<file path="src/rtl/scheme_pkg.sv">
// Shared constants and types for the parallel-to-serial multiplexer block.
package scheme_pkg;

  // Default width of the parallel input word. It must be a power of two and at least 2.
  localparam int DATA_W = 8;

  // Select counter width, derived from DATA_W. This value is not overridden.
  localparam int SEL_W = $clog2(DATA_W);

  // Select counter type at the default width.
  typedef logic [SEL_W-1:0] sel_t;

endpackage : scheme_pkg

</file>
<file path="src/rtl/mux_n.sv">
// Combinational DATA_W:1 multiplexer. The decode is full, so every select
// value returns the addressed bit and never X.
module mux_n
  import scheme_pkg::*;
#(
  parameter int DATA_W = scheme_pkg::DATA_W,
  parameter int SEL_W  = $clog2(DATA_W)
) (
  input  logic [DATA_W-1:0] data,
  input  logic [SEL_W-1:0]  sel,
  output logic              y
);

  // Pick the bit that sel addresses. DATA_W is a power of two, so the
  // index is always in range.
  always_comb begin
    y = 1'b0;
    y = data[sel];
  end

endmodule : mux_n

</file>
<file path="src/rtl/top.sv">
// Serialiser: a free-running select counter walks through the bits of sn1.
// Each bit is registered onto y, one bit per clock.
module top
  import scheme_pkg::*;
#(
  parameter int DATA_W = scheme_pkg::DATA_W
) (
  input  logic              clk,
  input  logic              reset,
  input  logic [DATA_W-1:0] sn1,
  output logic              y
);

  localparam int SEL_W = $clog2(DATA_W);

  // Counter step. Both this and the counter are SEL_W bits wide, so the
  // increment wraps from DATA_W-1 back to 0 on its own.
  localparam logic [SEL_W-1:0] SEL_ONE = {{(SEL_W-1){1'b0}}, 1'b1};

  logic [SEL_W-1:0] sel_r;
  logic             y_r;
  logic             mux_s;

  mux_n #(
    .DATA_W (DATA_W),
    .SEL_W  (SEL_W)
  ) u_mux (
    .data (sn1),
    .sel  (sel_r),
    .y    (mux_s)
  );

  // Free-running select counter. It is cleared asynchronously while reset is low.
  always_ff @(posedge clk or negedge reset) begin
    if (!reset) begin
      sel_r <= {SEL_W{1'b0}};
    end else begin
      sel_r <= sel_r + SEL_ONE;
    end
  end

  // Output register. It captures the bit selected by the pre-increment count.
  always_ff @(posedge clk or negedge reset) begin
    if (!reset) begin
      y_r <= 1'b0;
    end else begin
      y_r <= mux_s;
    end
  end

  assign y = y_r;

endmodule : top

</file>
<file path="config.mk">
export PLATFORM = sky130hd
export DESIGN_NAME = top
export DESIGN_NICKNAME = d
export VERILOG_FILES = /design/src/rtl/scheme_pkg.sv /design/src/rtl/mux_n.sv /design/src/rtl/top.sv
export SDC_FILE = /design/constraint.sdc
export NUM_CORES = 1
export LEC_CHECK = 0
export ABC_AREA = 1
export CORE_AREA = 2 2 39 41
export CTS_CLUSTER_DIAMETER = 30
export DETAILED_ROUTE_END_ITERATION = 16
export DIE_AREA = 0 0 41 43
export GPL_ROUTABILITY_DRIVEN = 1
export GPL_TIMING_DRIVEN = 1
export SYNTH_ARGS = -nofsm -noshare
export SYNTH_HDL_FRONTEND = slang
export SYNTH_SLANG_ARGS = --single-unit
export TNS_END_PERCENT = 5
</file>
<file path="constraint.sdc">
create_clock -name clk -period 1 [get_ports clk]
set_input_delay 0.2 -clock clk [delete_from_list [all_inputs] [get_ports clk]]
set_output_delay 0.2 -clock clk [all_outputs]
set_load 0.03 [all_outputs]
</file>
==> results by stage <==
Logic synthesis:
- The synthesized netlist cell count is 34.
- The synthesized netlist contains 8 unique library cells.
- The synthesized design contains 4 register bits.
- The number of nets in the synthesized netlist is 45.
- The post-synthesis instance area is 234 µm².
- Of the synthesized area, sequential elements account for 0.428.
- The average instance area after synthesis is 6.88 µm².
- During synthesis, Yosys emitted a total of 0 warnings.

Drt:
- For this run, design rule violations remaining after detail routing come to 0.
- Dividing the detail-routed wire length by the instance count gives 7.54 µm.
- In the routed layout, each cell is associated on average with a via count of 3.60.
- The count of TritonRoute iterations in the first routing pass is 2.
- For this block, the initial DRC count from the detailed router was 1.
- The detail route stage leaves a number of antenna-violating nets equal to 0.
- Wires add up to 475 µm.
- The via count of the routed design is 227.

Die:
- In this run the horizontal extent of the chip is 41 µm.
- The initialized floorplan defines 14 standard-cell rows.
- The count of boundary I/O pins is 11.
- In this run the vertical extent of the chip is 43 µm.
- The core box area is 1380 µm².
- The initial core utilization is 0.169.
- The total die area is 1760 µm².

CTS:
- CTS built an H-tree with a depth of 1.
- Clock tree synthesis selected as its root buffer the cell sky130_fd_sc_hd__clkbuf_4.
- The number of hold buffers added after CTS was 0.
- The CTS tree is done.
- The post-CTS repair timing setup buffer count is 0.
- The buffer depth of the longest clock path is 2.
- Clock tree synthesis found a total of 4 sinks.
- The post-CTS clock slew at the launch and capture registers of the worst setup and hold paths is 0.04 ns.
- The number of buffers added by the clock tree synthesis step is 3.
- The worst-skew pair later-pin latency is 0.24 ns.
- The post-cts resize count is 0.

Place:
- The instance area at placement is 352 µm².
- After legalization and detailed placement, the total HPWL measured 365 µm.
- At the end of routability-driven placement, the weighted congestion stood at 0.680.
- The port buffer count is 10.

Timing:
- The final count of pins violating max slew was 0.
- The transition time at the pin with the least slew margin is 0.181 ns.
- Of the available clock period, the critical path in the final layout requires 0.946.
- The clock skew after layout is 0.00618 ns.
- Setup repair after global routing left no endpoint under its margin.
- The number of hold-slack violations in the final timing report is 0.
- Setup violations remaining at the end of the flow were counted as 0.
- Measured against its own limit, the worst slew margin works out to 0.879.
- The fmax is 1060 MHz.
- For the finished layout, the period the worst path requires is 0.946 ns.
- On the final layout, the worst hold slack is 0.164 ns.
- In the final timing run, aggregate negative setup slack is 0 ns.

Run status:
- The run finished with clean final reports.

Layout:
- The final net count is 60.
- The commonest non-fill, non-tap cell in the layout is sky130_fd_sc_hd__nand2_1.
- The number of antenna cells inserted is 0.
- Compared with the post-synthesis result, the final layout area differs by 63.1%.
- Once layout is complete, the utilization of the core stands at 0.276.
- Fill cells in the final layout number 158.
- The final cell area excluding filler cells is 382 µm².
- In the layout the commonest cells are 12 x sky130_fd_sc_hd__nand2_1, 10 x sky130_fd_sc_hd__inv_1, 9 x sky130_fd_sc_hd__clkdlybuf4s50_1.
- The fraction of layout instances using a drive strength above 1 is 0.149.

Power:
- The worst-case IR drop observed on VDD is 654 µV.
- The analysis attributes to cell leakage a power of 0.213 nW.
- Total power for the finished layout comes to 0.425 mW.
- The power per standard cell area is 1110 nW/µm².

Critical path:
- The beginning of the worst register-to-register path is sel_r[0]$_DFF_PN0_.
- STA classifies the critical path startpoint as a register.
- STA puts the critical path data arrival time at 1.06 ns.
- The required arrival time at the worst endpoint is 1.11 ns.
- The start-to-end type of the worst setup path is reg -> reg.
- The peak fanout along the critical path is 6.
- The endpoint type of the worst setup path is a register.
- The register-to-register path setup slack is 0.05 ns.
- The worst register-to-register path has a depth of 2.
- The terminus of the critical flop-to-flop path is sel_r[2]$_DFF_PN0_.

Hold path:
- The min-delay analysis places its worst path in the category in -> async.

Run:
- The number of maximum-capacitance constraint violations is 0.

Global routing:
- The via count of the first global-routing pass is 225.
- The global-route congestion overflow total is 0.
- The first-pass GRT wire length is 828 µm.
- In the global route stage, overall resource usage came out at 0.0756.
- Entering global routing, the biggest net connects 7 pins.
- The number of antenna violations at the first check in global routing is 0.
where the power goes:
part           switching (mW)  leakage (nW)  internal, mW  total [mW]
combinational          0.0208         0.150        0.0404      0.0612
clock                  0.0643        0.0138         0.134       0.198
sequential           0.000940        0.0492         0.165       0.166
total                  0.0860         0.213         0.339       0.425
cells by family (layout without fill, tap and decap cells):
group                      count (synthesis)  in the layout  synth area share
DFF                                        4              4             0.428
and+or+nand+nor                           17             17             0.305
xor gates and xnor gates                   1              1            0.0374
buffers and inverters                     11             24             0.176
adders and majority gates                  1              1            0.0535
state kept, by name, summed over array words and instances (netlist names):
register	cells
sel_r	3
y	1
worst max path at each step:
| stage | endpoint | startpoint | slack (ns) | depth (start not counted) |
|---|---|---|---|---|
| global placement | y$_DFF_PN0_ | sn1[5] | -0.04 | 7 |
| detailed placement | y$_DFF_PN0_ | sn1[7] | -0.04 | 7 |
| CTS | y | y$_DFF_PN0_ | 0.03 | 1 |
| global route | y$_DFF_PN0_ | sel_r[0]$_DFF_PN0_ | 0.01 | 6 |
| finish | sel_r[2]$_DFF_PN0_ | sel_r[0]$_DFF_PN0_ | 0.05 | 2 |
| floorplan | sel_r[2]$_DFF_PN0_ | sel_r[0]$_DFF_PN0_ | 0.12 | 2 |
per-stage QoR:
step,setup WS (ns),std cells
2_1_floorplan,0.124,34
3_3_place_gp,-0.0391,60
3_5_place_dp,-0.0383,60
4_1_cts,0.0302,63
5_1_grt,0.0123,63
6_report,0.0538,63
metal layers:
layer | vias to the layer above | share of wire | GRT usage
li1 | 122 | - | -
met1 | 95 | 0.42 | 0.0717
met2 | 10 | 0.45 | 0.106
met3 | 0 | 0.12 | 0.0681
met4 | 0 | 0 | 0.0400
met5 | - | 0 | 0
final cells by class:
| class | instances | area [µm²] | share of cell area |
|---|---|---|---|
| Tap cell | 16 | 20.0 | 0.0525 |
| Inverter | 11 | 43.8 | 0.115 |
| Clock buffer | 3 | 22.5 | 0.0590 |
| Sequential cell | 4 | 101 | 0.266 |
| Multi-Input combinational cell | 19 | 92.6 | 0.243 |
| Timing Repair Buffer | 10 | 101 | 0.266 |
worst max-delay path, cell delays in order, from the launching register on:
cell and delay (ns):
sky130_fd_sc_hd__dfrtp_2 0.45, sky130_fd_sc_hd__ha_1 0.23, sky130_fd_sc_hd__xor2_1 0.14
cell usage after synthesis:
cell type / n / area share
sky130_fd_sc_hd__nand2_1: 12 / 0.19
sky130_fd_sc_hd__dfrtp_1: 4 / 0.43
sky130_fd_sc_hd__nand2_2: 1 / 0.027
sky130_fd_sc_hd__xor2_1: 1 / 0.037
sky130_fd_sc_hd__nand3_1: 4 / 0.086
sky130_fd_sc_hd__inv_2: 1 / 0.016
sky130_fd_sc_hd__inv_1: 10 / 0.16
sky130_fd_sc_hd__ha_1: 1 / 0.053
Note: power is estimated with default switching activity, not from simulation.
